File: config.mk
export PLATFORM = sky130hd
export DESIGN_NAME = param_acc_cpu
export DESIGN_NICKNAME = d
export VERILOG_FILES = /design/src/rtl/acc_cpu_pkg.sv /design/src/rtl/acc_alu.sv /design/src/rtl/param_acc_cpu.sv
export SDC_FILE = /design/constraint.sdc
export NUM_CORES = 1
export LEC_CHECK = 0
export CAP_MARGIN = 20
export CELL_PAD_IN_SITES_DETAIL_PLACEMENT = 0
export CELL_PAD_IN_SITES_GLOBAL_PLACEMENT = 2
export CORE_ASPECT_RATIO = 0.75
export CORE_MARGIN = 8
export CORE_UTILIZATION = 36
export DETAILED_ROUTE_END_ITERATION = 8
export PLACE_DENSITY_LB_ADDON = 0.1
export SYNTH_ARGS = -nofsm -noshare
export SYNTH_HDL_FRONTEND = slang
export SYNTH_SLANG_ARGS = --single-unit
File: constraint.sdc
create_clock -name clk -period 9.5 [get_ports clk]
set_clock_uncertainty 0.05 [all_clocks]
set_input_delay 1.9 -clock clk [delete_from_list [all_inputs] [get_ports clk]]
set_output_delay 1.9 -clock clk [all_outputs]
set_load 0.03 [all_outputs]
File: src/rtl/acc_cpu_pkg.sv
// rtl/acc_cpu_pkg.sv - shared opcodes, FSM state encoding and ALU op selection for param_acc_cpu
package acc_cpu_pkg;

    localparam int OPC_W = 4;

    localparam logic [OPC_W-1:0] OP_LDA = 4'h0;
    localparam logic [OPC_W-1:0] OP_STA = 4'h1;
    localparam logic [OPC_W-1:0] OP_ADD = 4'h2;
    localparam logic [OPC_W-1:0] OP_SUB = 4'h3;
    localparam logic [OPC_W-1:0] OP_AND = 4'h4;
    localparam logic [OPC_W-1:0] OP_OR  = 4'h5;
    localparam logic [OPC_W-1:0] OP_JMP = 4'h6;
    localparam logic [OPC_W-1:0] OP_JN  = 4'h7;
    localparam logic [OPC_W-1:0] OP_JZ  = 4'h8;
    localparam logic [OPC_W-1:0] OP_JC  = 4'h9;
    localparam logic [OPC_W-1:0] OP_LDI = 4'hA;
    localparam logic [OPC_W-1:0] OP_SHL = 4'hB;
    localparam logic [OPC_W-1:0] OP_SHR = 4'hC;
    localparam logic [OPC_W-1:0] OP_HLT = 4'hF;

    typedef enum logic [2:0] {
        S_IDLE  = 3'd0,
        S_FETCH = 3'd1,
        S_EXEC  = 3'd2,
        S_MEM   = 3'd3,
        S_HALT  = 3'd4
    } state_t;

    // PASS forwards the operand and keeps the carry, which covers LDA and LDI
    typedef enum logic [2:0] {
        ALU_PASS = 3'd0,
        ALU_ADD  = 3'd1,
        ALU_SUB  = 3'd2,
        ALU_AND  = 3'd3,
        ALU_OR   = 3'd4,
        ALU_SHL  = 3'd5,
        ALU_SHR  = 3'd6
    } alu_op_t;

    // Instructions that need a second memory request after decode
    function automatic logic is_mem_op(input logic [OPC_W-1:0] opc);
        return (opc == OP_LDA) || (opc == OP_STA) || (opc == OP_ADD) ||
               (opc == OP_SUB) || (opc == OP_AND) || (opc == OP_OR);
    endfunction

    function automatic alu_op_t alu_op_of(input logic [OPC_W-1:0] opc);
        case (opc)
            OP_ADD:  return ALU_ADD;
            OP_SUB:  return ALU_SUB;
            OP_AND:  return ALU_AND;
            OP_OR:   return ALU_OR;
            OP_SHL:  return ALU_SHL;
            OP_SHR:  return ALU_SHR;
            default: return ALU_PASS;
        endcase
    endfunction

endpackage

File: src/rtl/acc_alu.sv
// rtl/acc_alu.sv - combinational accumulator ALU producing {carry_out, result}
module acc_alu
    import acc_cpu_pkg::*;
#(
    parameter int W = 16
) (
    input  logic [W-1:0] acc,
    input  logic [W-1:0] operand,
    input  alu_op_t      op,
    input  logic         carry_in,
    output logic [W-1:0] result,
    output logic         carry_out
);

    logic [W:0] wide;

    // One W+1 bit result; the top bit is the carry/borrow or the shifted-out bit
    always_comb begin
        wide = {carry_in, operand};
        case (op)
            ALU_ADD: wide = {1'b0, acc} + {1'b0, operand};
            ALU_SUB: wide = {1'b0, acc} - {1'b0, operand};
            ALU_AND: wide = {carry_in, acc & operand};
            ALU_OR:  wide = {carry_in, acc | operand};
            ALU_SHL: wide = {acc, 1'b0};
            ALU_SHR: wide = {acc[0], 1'b0, acc[W-1:1]};
            default: wide = {carry_in, operand};
        endcase
    end

    assign result    = wide[W-1:0];
    assign carry_out = wide[W];

endmodule

File: src/rtl/param_acc_cpu.sv
// rtl/param_acc_cpu.sv - parametrised single-accumulator CPU with PC, wait states, condition jumps and halt
module param_acc_cpu
    import acc_cpu_pkg::*;
#(
    parameter int                ADDR_W   = 12,
    parameter int                DATA_W   = 16,
    parameter logic [ADDR_W-1:0] RESET_PC = '0
) (
    input  logic              clk,
    input  logic              rst_n,
    input  logic [DATA_W-1:0] in_data,
    input  logic              mem_ready,
    output logic [DATA_W-1:0] out_data,
    output logic [ADDR_W-1:0] out_address,
    output logic              memrq,
    output logic              rnw,
    output logic              halted,
    output logic [ADDR_W-1:0] pc_out
);

    generate
        if (DATA_W != ADDR_W + OPC_W) begin : g_bad_width
            $error("param_acc_cpu: DATA_W must equal ADDR_W+4");
        end
    endgenerate

    state_t            state;
    logic [ADDR_W-1:0] pc;
    logic [DATA_W-1:0] ir;
    logic [DATA_W-1:0] acc;
    logic              carry;

    logic [OPC_W-1:0]  opcode;
    logic [ADDR_W-1:0] opd;
    logic [DATA_W-1:0] alu_b;
    logic [DATA_W-1:0] alu_result;
    logic              alu_carry;

    assign opcode = ir[DATA_W-1:ADDR_W];
    assign opd    = ir[ADDR_W-1:0];

    // Memory data feeds the ALU in S_MEM; immediate forms (LDI, shifts) use the zero-extended operand
    assign alu_b = (state == S_MEM) ? in_data : {{OPC_W{1'b0}}, opd};

    acc_alu #(.W(DATA_W)) u_alu (
        .acc       (acc),
        .operand   (alu_b),
        .op        (alu_op_of(opcode)),
        .carry_in  (carry),
        .result    (alu_result),
        .carry_out (alu_carry)
    );

    // Control FSM together with pc, ir, acc and carry
    always_ff @(posedge clk or negedge rst_n) begin
        if (!rst_n) begin
            state <= S_IDLE;
            pc    <= RESET_PC;
            ir    <= '0;
            acc   <= '0;
            carry <= 1'b0;
        end else begin
            case (state)
                S_IDLE: state <= S_FETCH;
                S_FETCH: begin
                    if (mem_ready) begin
                        ir    <= in_data;
                        pc    <= pc + 1'b1;
                        state <= S_EXEC;
                    end
                end
                S_EXEC: begin
                    state <= S_FETCH;
                    case (opcode)
                        OP_JMP: pc <= opd;
                        OP_JN:  if (acc[DATA_W-1]) pc <= opd;
                        OP_JZ:  if (acc == '0) pc <= opd;
                        OP_JC:  if (carry) pc <= opd;
                        OP_LDI, OP_SHL, OP_SHR: begin
                            acc   <= alu_result;
                            carry <= alu_carry;
                        end
                        OP_HLT: state <= S_HALT;
                        default: begin
                            if (is_mem_op(opcode)) state <= S_MEM;
                        end
                    endcase
                end
                S_MEM: begin
                    if (mem_ready) begin
                        if (opcode != OP_STA) begin
                            acc   <= alu_result;
                            carry <= alu_carry;
                        end
                        state <= S_FETCH;
                    end
                end
                S_HALT: state <= S_HALT;
                default: state <= S_IDLE;
            endcase
        end
    end

    // Bus outputs depend only on registered state, so they hold steady through wait states
    always_comb begin
        memrq       = 1'b0;
        rnw         = 1'b1;
        out_address = '0;
        case (state)
            S_FETCH: begin
                memrq       = 1'b1;
                out_address = pc;
            end
            S_MEM: begin
                memrq       = 1'b1;
                out_address = opd;
                rnw         = (opcode != OP_STA);
            end
            default: ;
        endcase
    end

    assign out_data = acc;
    assign halted   = (state == S_HALT);
    assign pc_out   = pc;

endmodule
* Word-level counts from Yosys, hierarchy flattened
Index checks and enable logic that the tools add are counted.
** Operators by class
- Reduce and logical (&&, ||, !) cells :: 17
- Multiplexer cells :: 25
- Add/subtract/negate cells :: 3
- Bitwise gates (word level) :: 2
- Eq/ne operators :: 32
** Operators by type and width (number)
- $pmux 17 s6 :: 1
- $mux 16 :: 4
- $mux 12 :: 4
- $pmux 12 s2 :: 2
- $pmux 12 s4 :: 1
- $pmux 16 s2 :: 1
- $eq 4x4->1 const B :: 6
- $pmux 3 s6 :: 1
- $add 16x16->17 :: 1
- $sub 16x16->17 :: 1
- $and 16x16->16 :: 1
- $eq 4x3->1 const B :: 4
- $logic_not 16->1 :: 1
- $or 16x16->16 :: 1
- $pmux 3 s5 :: 1
- $add 12x1->12 const B :: 1
- $eq 3x2->1 const B :: 4
- $eq 3x3->1 const B :: 4
- $ne 3x3->1 const B :: 3
- $eq 4x2->1 const B :: 2
- $reduce_or 7->1 :: 1
- $eq 3x1->1 const B :: 2
- $mux 3 :: 2
- $ne 2x2->1 const B :: 3
- other kinds (17) :: 27
** Storage, ports and cells
- Bits in registers :: 48
- Bits of input ports :: 19

* Depth between registers and ports, before layout
- Word-level depth :: 9
- Mapped depth :: 20
- Depth with buffers taken out :: 16

* Modules after synthesis
Synthesis repeated with hierarchy kept, for this count alone.
** Second synthesis, totals
- Cell total of the unflattened synthesis :: 620
- Area, all modules :: 5113.7 um2
** By module, submodules not included
- param_acc_cpu :: cells an instance 290, area each 2827.7 um2, seq. area each 1201.2 um2, times used 1
- acc_alu :: cells an instance 330, area each 2285.9 um2, seq. area each 0.0 um2, times used 1

* Worst setup path before layout
Ideal clock, no wire load.
- Path kind :: input -> register
- From :: in in_data[3]
- To :: reg acc[14], in the netlist out_data[14]
- Path buffers :: 0
- Required time :: 9.326 ns
- Setup time :: 0.124 ns
- Data arrival time :: 4.568 ns
- Path slack :: 4.758 ns
- Stages on the path :: 14
- Cells stage by stage :: or2_2 -> or2_2 -> o22ai_1 -> nand2_1 -> o21ai_0 -> xnor2_1 -> ha_1 -> a21oi_1 -> o21ai_0 -> a21bo_2 -> or2_2 -> a31oi_1 -> mux2i_1 -> or2_1
** Between the ends
- Cells in the longest elaborated chain, start to end :: 6
** RTL lines
- start: declaration :: RTL line param_acc_cpu.sv:11 : input logic [DATA_W-1:0] in_data,
- $mux 16 (*) :: RTL line param_acc_cpu.sv:43 : assign alu_b = (state == S_MEM) ? in_data : {{OPC_W{1'b0}}, opd};
- $sub 16x16->17 / $add 16x16->17 (equally long branches) :: RTL line acc_alu.sv:22, acc_alu.sv:21
- $pmux 17 s6 (*) :: RTL line acc_alu.sv:20 : case (op)
- $mux 16 :: RTL line param_acc_cpu.sv:91 : if (opcode != OP_STA) begin
- $mux 16 :: RTL line param_acc_cpu.sv:90 : if (mem_ready) begin
- $pmux 16 s2 (*) :: RTL line param_acc_cpu.sv:63 : case (state)
- end signal: assignment :: RTL line param_acc_cpu.sv:80 : acc <= alu_result;
- end signal: assignment :: RTL line param_acc_cpu.sv:92 : acc <= alu_result;
- end: declaration :: RTL line param_acc_cpu.sv:30 : logic [DATA_W-1:0] acc;
Every way passes the cells marked *; elsewhere a longest branch is shown, timed or not. The select of a mux whose other input is x is not followed.
A chain may end at the register's enable or synchronous reset.

* Worst setup path after layout
- From :: in in_data[5]
- To :: reg carry
** Between the ends
- Cells in the longest elaborated chain, start to end :: 6
** RTL lines
- $mux 16 (*) :: RTL line param_acc_cpu.sv:43
- $sub 16x16->17 / $add 16x16->17 (equally long branches) :: RTL line acc_alu.sv:22, acc_alu.sv:21
- $pmux 17 s6 (*) :: RTL line acc_alu.sv:20
- $mux 1 :: RTL line param_acc_cpu.sv:91
- $mux 1 :: RTL line param_acc_cpu.sv:90
- $pmux 1 s2 (*) :: RTL line param_acc_cpu.sv:63
- end signal: assignment :: RTL line param_acc_cpu.sv:81 : carry <= alu_carry;
- end signal: assignment :: RTL line param_acc_cpu.sv:93 : carry <= alu_carry;
- end: declaration :: RTL line param_acc_cpu.sv:31 : logic carry;
Marked as above.

==> summary.md <==
Total wire length after detailed routing: 17.1 mm. The tools report the total track usage as 0.195. The clock tree synthesis step divided the H-tree into 2 levels.

The placeable core region is 13100 sq um, and the final setup TNS is 0 ns. The kind of start point of the critical path was a primary input. In this run the core area contains 36 standard-cell rows. The tools report the cell at the root of the clock tree as clkbuf_16.

In this run the remaining antenna-violating nets after routing total 0. The cell count after synthesis is 610, and the minimum clock period is 5.59 ns. Number of diodes added for antenna fixing: 0. Class of the most critical hold timing path: reg -> reg. The number of warnings reported in the yosys synthesis log is 0, and the distinct cell type count after synthesis is 75.

The startpoint identified for the worst hold timing path is ir[1]. The achievable frequency came out at 0.179 GHz. For this run, the post-layout net count is 696. Data arrives at the worst endpoint at 5.72 ns.

The initial antenna violation count is 0. The tools report the worst-case hold slack as 0.535 ns. The number of global-route vias before repair was 4719. The number of hold buffers added after CTS was 0.

The post-route fraction of the period consumed by the critical path is 0.588. The net count of the mapped netlist is 654, and the count of cells along the worst hold path is 1. The maximum clock insertion buffer count is 2, and the data required time of the critical path is 9.63 ns.

The die covers 17500 sq um. For the total setup violations reported at the end of the flow, the log shows 0. The number of max-cap violations was 0. The vertical die dimension was 117 microns.

The capturing point of the worst reg2reg path was carry. Commonest register cell after synthesis: dfrtp_1. The run gives 0.372 as the effective utilization at floorplan. Buffers inserted during clock tree synthesis total 5. The clock reaches the later pin of the worst-skew pair after 0.30 ns. After global routing, the most crowded layer is met1. Of all nets on the critical path, the largest fanout is 9. The growth of design area from synthesis to finish works out to 17.8%. TritonCTS built the clock tree. Before antenna repair, the detailed router went through 5 iterations.

Ranked by total cell area, the synthesized netlist is headed by dfrtp_1 (25%), o21ai_0 (6.3%), ha_1 (6.2%). The tools report the number of hold-slack violations in the final timing report as 0. Count of vias placed by the detailed router: 4962. The number of cells on the worst reg-to-reg path is 14.

After detailed routing, the average wire length per cell comes to 20.7 microns. The sequential-to-total area share from yosys stat was 0.247. The number of I/O pins was 62. After clock tree synthesis, the clock-pin slew on the worst setup and hold paths is 0.08 ns. The share of post-route cells with drive strength above 1 is 0.0812, and the met1 usage in global routing is 0.299. The HPWL reported at the end of detailed placement is 12.8 mm, and the number of DRC violations after detailed routing is 0. For the pin with the worst max-slew slack, the measured transition is 1.09 ns. The tree built by TritonCTS fans out to 48 sinks.

The run gives 0.276 as the global routing usage on met2. Setup repair after global routing left no endpoint under its margin. Averaged over all synthesized cells, the footprint is 7.96 sq um.

For flop-to-flop paths, the worst setup slack is 4.31 ns. The worst setup path is of the in -> reg kind. The run gives 0 as the max-slew violation count. The synthesized design spends more area on one cell type than any other, namely dfrtp_1.

Yosys mapped a number of flops with a built-in enable equal to 0. The run gives 0.267 as the worst relative slew slack. The count of buffers from port buffering is 61.

The worst setup path is captured at a flip-flop. Worst min-delay path endpoint: ir[1]. For this run the aggregate overflow at the end of global routing stands at 0. Entering global routing, the biggest net connects 49 pins. From left edge to right edge, the die measures 150 microns.

The global placement routability congestion is 0.867, and the total of flip-flops plus latches after synthesis is 48. Proportion of netlist area held by the largest area contributor: 0.247. For the number of resized instances in the post-cts repair step, the log shows 0.

The first global-routing pass estimated 27.0 mm of wire. The async set-reset flop share out of synthesis was 1.00; the detailed-route vias per instance was 6.02. The netlist area before placement was 4850 sq um. The worst register-to-register path begins at state[1].

The run finished with clean final reports. The number of violations reported at the end of detailed-routing iteration 0 came out at 503. The routing usage on met3 was 0.0360; the post-CTS setup repair buffer count was 0. The tools report the least setup slack across all paths after layout as 3.91 ns. The post-placement worst setup slack was 3.61 ns.
state kept, by name (all words and copies together) (netlist names):
name	count
carry	1
ir	16
out_data	16
pc_out	12
state	3
cells by family after synthesis:
group,after synthesis,share of synthesized area
muxes,43,0.0936
AOI/OAI and AO/OA,208,0.283
buffers and inverters,51,0.0505
adders and majority gates,25,0.0660
xor gates and xnor gates,23,0.0430
and+or+nand+nor,212,0.216
DFF,48,0.247
cells in the mapped netlist, types with 4 or more instances:
library cell,n
buf_2,14
a211oi_1,6
nand3_1,9
clkbuf_1,14
nor2b_1,6
a22oi_1,9
nor2_1,55
a21o_1,5
a22o_1,5
and2_1,7
dfrtp_1,48
a21oi_1,38
a31oi_1,8
o21ai_1,8
and3_1,7
o21ai_0,61
nand3b_1,4
mux2i_1,26
a32oi_1,4
o22ai_1,11
nor3_1,18
xnor2_1,17
o211ai_1,12
a222oi_1,5
or3_1,7
nor4_1,7
ha_1,24
xor2_1,5
inv_1,15
o21a_1,4
nand2b_1,6
nand2_1,65
buf_6,4
mux2_2,16
metal layers:
| metal | wire length, microns | share of wire |
|---|---|---|
| met4 | 157 | 0.0092 |
| met3 | 1130 | 0.066 |
| met1 | 8770 | 0.51 |
| met2 | 7010 | 0.41 |
| met5 | 0 | 0 |
stage by stage:
| step | utilization | area, sq um | instances |
|---|---|---|---|
| floorplan | - | 4850 | 610 |
| global placement | 0.424 | 5540 | 815 |
| global route | 0.438 | 5720 | 824 |
| finish | 0.438 | 5720 | 824 |
| CTS | 0.437 | 5710 | 823 |
| detailed placement | 0.424 | 5540 | 815 |
final cells by class:
class / count / area [sq um]
clock inverters: 2 / 35.0
repair buffers: 68 / 662
fillers: 1344 / 7340
multi-input cells: 511 / 3410
inverters: 18 / 70.1
clock buffers: 6 / 129
flip-flops and latches: 48 / 1200
well taps: 171 / 214
layout by cell type (no fill, tap or decap), types with 4 or more instances in the layout:
master,count
a211oi_1,6
a21o_1,5
a21oi_1,38
a222oi_1,5
a22o_1,5
a22oi_1,9
a31oi_1,8
a32oi_1,4
and2_1,7
and3_1,7
buf_4,6
clkbuf_16,5
clkdlybuf4s50_1,60
dfrtp_1,48
ha_1,24
inv_1,15
mux2_2,16
mux2i_1,26
nand2_1,65
nand2b_1,6
nand3_1,9
nand3b_1,4
nor2_1,55
nor2b_1,6
nor3_1,18
nor4_1,7
o211ai_1,12
o21a_1,4
o21ai_0,61
o21ai_1,8
o22ai_1,11
or3_1,7
xnor2_1,17
xor2_1,5
worst max-delay path, stage by stage:
cell             delay (ns)
clkdlybuf4s50_1        0.48
or4_1                  0.61
nor4_1                 0.27
o21ai_1                0.16
nand2_1                0.14
xnor2_1                0.11
ha_1                   0.46
and3_1                 0.27
nand2_1                0.18
a211oi_1               0.45
o21ai_0                0.25
and3_1                 0.23
o21ai_1                0.13
a21oi_1                0.08
worst max path at each step:
stage | slack (ns) | start | end
floorplan | 4.76 | in_data[3] | out_data[14]
global placement | 3.58 | in_data[5] | carry
detailed placement | 3.61 | in_data[6] | carry
CTS | 3.93 | in_data[6] | carry
global route | 3.57 | in_data[5] | carry
finish | 3.91 | in_data[5] | carry
Power is left out: the tool's default activity adds up to more than one toggle a clock period on the data nets, which glitch-free logic cannot reach.
